## src/rtl/mem_arbiter.sv

```systemverilog
// mem_arbiter: round-robin share of one simple-dual-port memory between fetch (read) and load/store (read/write)
// Ports: clock/reset_n (sync, active-low); i_req_* / i_resp_* fetch port; d_req_* / d_resp_* / d_fault data port;
//        mem_* memory port signals (mem_rdata has 1-cycle latency). Widths: 0=byte 1=halfword 2=word.
// Optional: MEM_ARB_ALIGN_CHECK_EN enables misaligned data-request faulting.
module mem_arbiter #(
  parameter int XLEN = 32
) (
  input  logic            clock,
  input  logic            reset_n,
  input  logic            i_req_valid,
  input  logic [XLEN-1:0] i_req_addr,
  output logic            i_req_ready,
  output logic            i_resp_valid,
  output logic [XLEN-1:0] i_resp_data,
  input  logic            d_req_valid,
  input  logic            d_req_write,
  input  logic            d_req_lock,
  input  logic [XLEN-1:0] d_req_addr,
  input  logic [1:0]      d_req_width,
  input  logic            d_req_unsigned,
  input  logic [XLEN-1:0] d_req_wdata,
  output logic            d_req_ready,
  output logic            d_resp_valid,
  output logic [XLEN-1:0] d_resp_data,
  output logic            d_fault,
  output logic [XLEN-1:0] mem_raddr,
  output logic [XLEN-1:0] mem_waddr,
  output logic [1:0]      mem_wwidth,
  output logic            mem_wenable,
  output logic [XLEN-1:0] mem_wdata,
  input  logic [XLEN-1:0] mem_rdata
);
  typedef enum logic {ARB, LOCKED} state_t;
  state_t state_q, state_d;
  logic rr_last_q, rr_last_d;
  logic resp_i_q, resp_i_d, resp_d_q, resp_d_d, resp_wr_q, resp_wr_d;
  logic resp_fault_q, resp_fault_d, resp_uns_q, resp_uns_d;
  logic [1:0] resp_width_q, resp_width_d;
  logic mis, sign;
`ifdef MEM_ARB_ALIGN_CHECK_EN
  assign mis = ((d_req_width == 2'd1) & d_req_addr[0]) | ((d_req_width == 2'd2) & (d_req_addr[1:0] != 2'b00));
`else
  assign mis = 1'b0;
`endif
  always_comb begin
    d_req_ready = reset_n & d_req_valid & ((state_q == LOCKED) | ~i_req_valid | ~rr_last_q);
    i_req_ready = reset_n & i_req_valid & (state_q == ARB) & (~d_req_valid | rr_last_q);
    mem_raddr = d_req_ready ? d_req_addr : i_req_addr;
    mem_waddr = d_req_addr;
    mem_wdata = d_req_wdata;
    mem_wwidth = d_req_width;
    mem_wenable = d_req_ready & d_req_write & ~mis;
    rr_last_d = d_req_ready ? 1'b1 : i_req_ready ? 1'b0 : rr_last_q;
    state_d = d_req_ready ? (d_req_lock ? LOCKED : ARB) : state_q;
    resp_i_d = i_req_ready;
    resp_d_d = d_req_ready;
    resp_wr_d = d_req_write;
    resp_fault_d = d_req_ready & mis;
    resp_uns_d = d_req_unsigned;
    resp_width_d = d_req_width;
    i_resp_valid = reset_n & resp_i_q;
    i_resp_data = mem_rdata;
    d_resp_valid = reset_n & resp_d_q;
    d_fault = reset_n & resp_d_q & resp_fault_q;
    sign = ~resp_uns_q & (resp_width_q == 2'd0 ? mem_rdata[7] : mem_rdata[15]);
    d_resp_data = (resp_wr_q | resp_fault_q) ? '0 :
                  resp_width_q == 2'd0 ? {{(XLEN-8){sign}}, mem_rdata[7:0]} :
                  resp_width_q == 2'd1 ? {{(XLEN-16){sign}}, mem_rdata[15:0]} : mem_rdata;
  end
  always_ff @(posedge clock) begin
    if (!reset_n) begin
      state_q <= ARB;
      rr_last_q <= 1'b0;
      resp_i_q <= 1'b0;
      resp_d_q <= 1'b0;
      resp_wr_q <= 1'b0;
      resp_fault_q <= 1'b0;
      resp_uns_q <= 1'b0;
      resp_width_q <= 2'd0;
    end else begin
      state_q <= state_d;
      rr_last_q <= rr_last_d;
      resp_i_q <= resp_i_d;
      resp_d_q <= resp_d_d;
      resp_wr_q <= resp_wr_d;
      resp_fault_q <= resp_fault_d;
      resp_uns_q <= resp_uns_d;
      resp_width_q <= resp_width_d;
    end
  end
endmodule

```

## config.mk

```make
export PLATFORM = sky130hd
export DESIGN_NAME = mem_arbiter
export DESIGN_NICKNAME = d
export VERILOG_FILES = /design/src/rtl/mem_arbiter.sv
export SDC_FILE = /design/constraint.sdc
export NUM_CORES = 1
export LEC_CHECK = 0
export BUFFER_PORTS_ARGS = -buffer_cell sky130_fd_sc_hd__buf_2
export CAP_MARGIN = 25
export CORE_AREA = 2 2 119 121
export CTS_CLUSTER_SIZE = 24
export DETAILED_ROUTE_END_ITERATION = 10
export DIE_AREA = 0 0 121 123
export HOLD_SLACK_MARGIN = 0.02
export PLACE_DENSITY = 0.44
export SLEW_MARGIN = 20
export SYNTH_ARGS = -nofsm -noshare
export SYNTH_HDL_FRONTEND = slang
export SYNTH_SLANG_ARGS = --single-unit
```

## constraint.sdc

```tcl
create_clock -name clock -period 1.98 [get_ports clock]
set_input_delay 0.297 -clock clock [delete_from_list [all_inputs] [get_ports clock]]
set_output_delay 0.297 -clock clock [all_outputs]
set_load 0.05 [all_outputs]
```

==> summary.md <==
| Metric | Value |
|---|---|
| Status | completed |
| Total chip power | 1.800 mW |
| Number of global-route vias before repair | 1,754 |
| Skew final | 0.00007987 ns |
| Ant. Diodes | 0 |
| Die width | 121 microns |
| Initial DRC count | 4 |
| Capture point of the worst reg-to-reg path | resp_d_q$_SDFF_PN0_ |
| Grt met3 use | 2.260% |
| Maximum VDD drop | 324.3 uV |
| Total Wirelength | 6.728 mm |
| Final Hold Viols | 0 |
| CP Data Required Time | 1.68 ns |
| Post-layout min period | 1.979 ns |
| Clock Latency Late Sink | 0.23 ns |
| Starting Density | 13.97% |
| Cts hold-fix bufs | 0 |
| WL per Instance | 12.65 microns |
| GP Congestion | 0.6943 |
| Reg-to-reg critical path startpoint | state_q$_SDFFE_PN0P_ |
| Layout cell share with drive strength beyond 1 | 82.67% |
| GRT met2 Usage | 16.43% |
| P&R area growth vs syn | 46.78% |
| Detail Placement HPWL | 5.954 mm |
| Hold path startpoint | d_req_unsigned |
| Slowest CP cell | dfxtp_2 |
| Via Count | 1,907 |
| Lkg Pwr | 1.656 nW |
| Final #Nets | 491 |
| WS Path Type | flip-flop to output port |
| Placed Area | 2575 sq um |
| Root buffer cell | clkbuf_16 |
| Cell Chain, Critical Path | and3b_4 -> nor2_8 -> buf_12 -> mux2_2 -> buf_2 |
| Power Density | 644.8 nW/um^2 |
| Initial antenna violation count | 1 |
| Final ANT Viol Nets | 0 |
| Die area | 14,880 sq um |
| Endpoints failing setup | 0 |
| Max Root-Sink Buffers | 2 |
| IO Count | 305 |
| Routed vias/inst | 3.585 |
| Hold Path Cell Cnt | 2 |
| Number of buffers created by CTS | 3 |
| First-pass GRT wire length | 8.687 mm |
| Worst Setup Start Kind | flip-flop |
| CP Max Fanout | 13 |
| Syn avg cell area | 9.188 sq um |
| Core ar. | 13,610 sq um |
| Yosys cell types | 28 |
| Largest net degree at the start of global routing | 17 |
| Htree depth | 1 |
| Filler instances | 1,528 |
| Crit-path max cell delay | 0.33 ns |
| Post-Syn Nets | 344 |
| Clk pin slew, worst setup/hold paths | 0.04 ns |
| Hold WC Path Type | input port to flip-flop |
| Yosys top cell area share | 39.08% |
| GR Overflow Total | 0 |
| Dominant cells by area after synthesis | buf_4, mux2_4, dfxtp_1, a21o_1, buf_12 |
| Warnings from Yosys | 0 |
| Port bufs | 239 |
| Highest Clock Rate | 0.5052 GHz |
| Depth of the most critical reg-to-reg path | 3 |
| R2r setup slk | 1.04 ns |
| Max-Cap Viols | 0 |
| Worst Hold Path EP | resp_uns_q$_SDFF_PN0_ |
| Slew Limit Fails | 0 |
| Mapped Area | 1902 sq um |
| Clk sinks | 8 |
| Syn Inst Count | 207 |
| Die Height | 123 microns |
| First drt pass iteration count | 4 |
| GRT busiest layer | met2 |
| Row Count | 43 |
| Design Area, Final | 2791 sq um |
| RSZ-0062 raised after global routing | true |
| CP Capture Type | output port |
| CTS tree | built |
| Area leader, netlist | buf_4 |
| Critical Path AT | 1.68 ns |
| Register area share after synthesis | 8.421% |
| GRT Total Usage | 7.663% |
| Met1 usage | 7.187% |
| Yosys reg bits | 8 |
| Period utilisation layout | 99.96% |
| Drc violations | 0 |
-- cell usage in the layout, fill, tap and decap left out, types with 3 or more instances in the layout --
master | synthesis | final
dfxtp_1 | 8 | 7
and2_1 | 6 | 6
buf_2 | 1 | 218
buf_6 | 2 | 12
mux2_2 | 3 | 3
buf_4 | 99 | 15
a21o_1 | 16 | 16
clkbuf_16 | 0 | 3
nor2b_1 | 9 | 9
nor2_1 | 3 | 3
o21a_1 | 8 | 8
mux2_4 | 29 | 29
-- per-stage QoR --
step / util, % / worst slack (ns) / std cells / hold WS, ns / TNS (ns)
2_1_floorplan: - / 0.3100 / 207 / 0.4243 / 0
3_3_place_gp: 18.92 / 0.1397 / 525 / 0.5035 / 0
3_5_place_dp: 18.92 / 0.1110 / 525 / 0.5104 / 0
4_1_cts: 20.64 / -0.02704 / 533 / 0.2783 / -0.2069
5_1_grt: 20.51 / -0.05453 / 532 / 0.2975 / -0.5155
6_report: 20.51 / 0.0007256 / 532 / 0.2792 / 0
-- synthesized netlist by cell type --
library cell,n
a21o_1,16
a21oi_1,1
a21oi_2,1
and2_1,6
and3b_4,1
buf_1,1
buf_12,3
buf_2,1
buf_4,99
buf_6,2
clkbuf_1,1
conb_1,1
dfxtp_1,8
inv_1,2
mux2_2,3
mux2_4,29
mux2i_1,1
nand2_1,2
nand2b_1,1
nor2_1,3
nor2_2,1
nor2_8,1
nor2b_1,9
nor3b_1,1
nor4_4,1
o2111a_1,2
o21a_1,8
o21ai_0,2
-- flip-flops by register name, summed over array words and instances (netlist names) --
| register | count |
|---|---|
| state_q | 1 |
| resp_i_q | 1 |
| resp_wr_q | 1 |
| rr_last_q | 1 |
| resp_uns_q | 1 |
| resp_d_q | 1 |
| resp_width_q | 2 |
-- report_power, final --
| part | switching (mW) | internal (mW) | leakage, nW | total, mW |
|---|---|---|---|---|
| registers | 0.00819 | 0.172 | 0.0668 | 0.181 |
| logic | 0.902 | 0.388 | 1.55 | 1.29 |
| clock network | 0.0703 | 0.260 | 0.0370 | 0.330 |
| total | 0.980 | 0.820 | 1.66 | 1.80 |
-- logic make-up after synthesis --
kind of cell,Yosys count,share of synthesized area (%)
multiplexers,33,25.20
AND/OR/NAND/NOR,26,9.803
AO/OA/AOI/OAI,30,11.91
buffers and inverters,109,44.47
flip-flops,8,8.421
other,1,0.1972
-- critical path: cells and delay by family (launching register included) --
kind          cells  cell delay [ns]
simple gates      2             0.40
buf+inv           2             0.38
flops             1             0.33
mux               1             0.33
-- layout make-up --
type | count | area, sq um | share of cell area (%)
sequential | 8 | 161.4 | 5.782
tap | 180 | 225.2 | 8.068
timing repair buffer | 249 | 1421 | 50.92
multi-input combinational | 90 | 900.9 | 32.27
clock buffer | 3 | 75.07 | 2.689
inverter | 2 | 7.507 | 0.2689
-- per-layer routing --
metal	vias up	wire, microns
met3	6	788
met5	-	13
li1	880	-
met1	845	2158
met2	174	3712
met4	2	55
-- worst max path at each step --
stage	from	endpoint	slack, ns
floorplan	resp_wr_q$_SDFF_PN0_	d_resp_data[18]	0.31
global placement	i_req_valid	mem_raddr[14]	0.14
detailed placement	i_req_valid	mem_raddr[18]	0.11
CTS	rr_last_q$_SDFFE_PN0P_	mem_raddr[5]	-0.03
global route	state_q$_SDFFE_PN0P_	mem_raddr[31]	-0.05
finish	state_q$_SDFFE_PN0P_	mem_raddr[31]	0.0007
-- what timing repair did --
item                                    in CTS  in global routing
endpoints found under the setup margin      29                 20
gates cloned                                 1                  0
pin swaps                                    1                  2
buffers inserted                             4                  0
resized for setup                           33                  3
No activity file was read; power rests on OpenSTA's default activity.
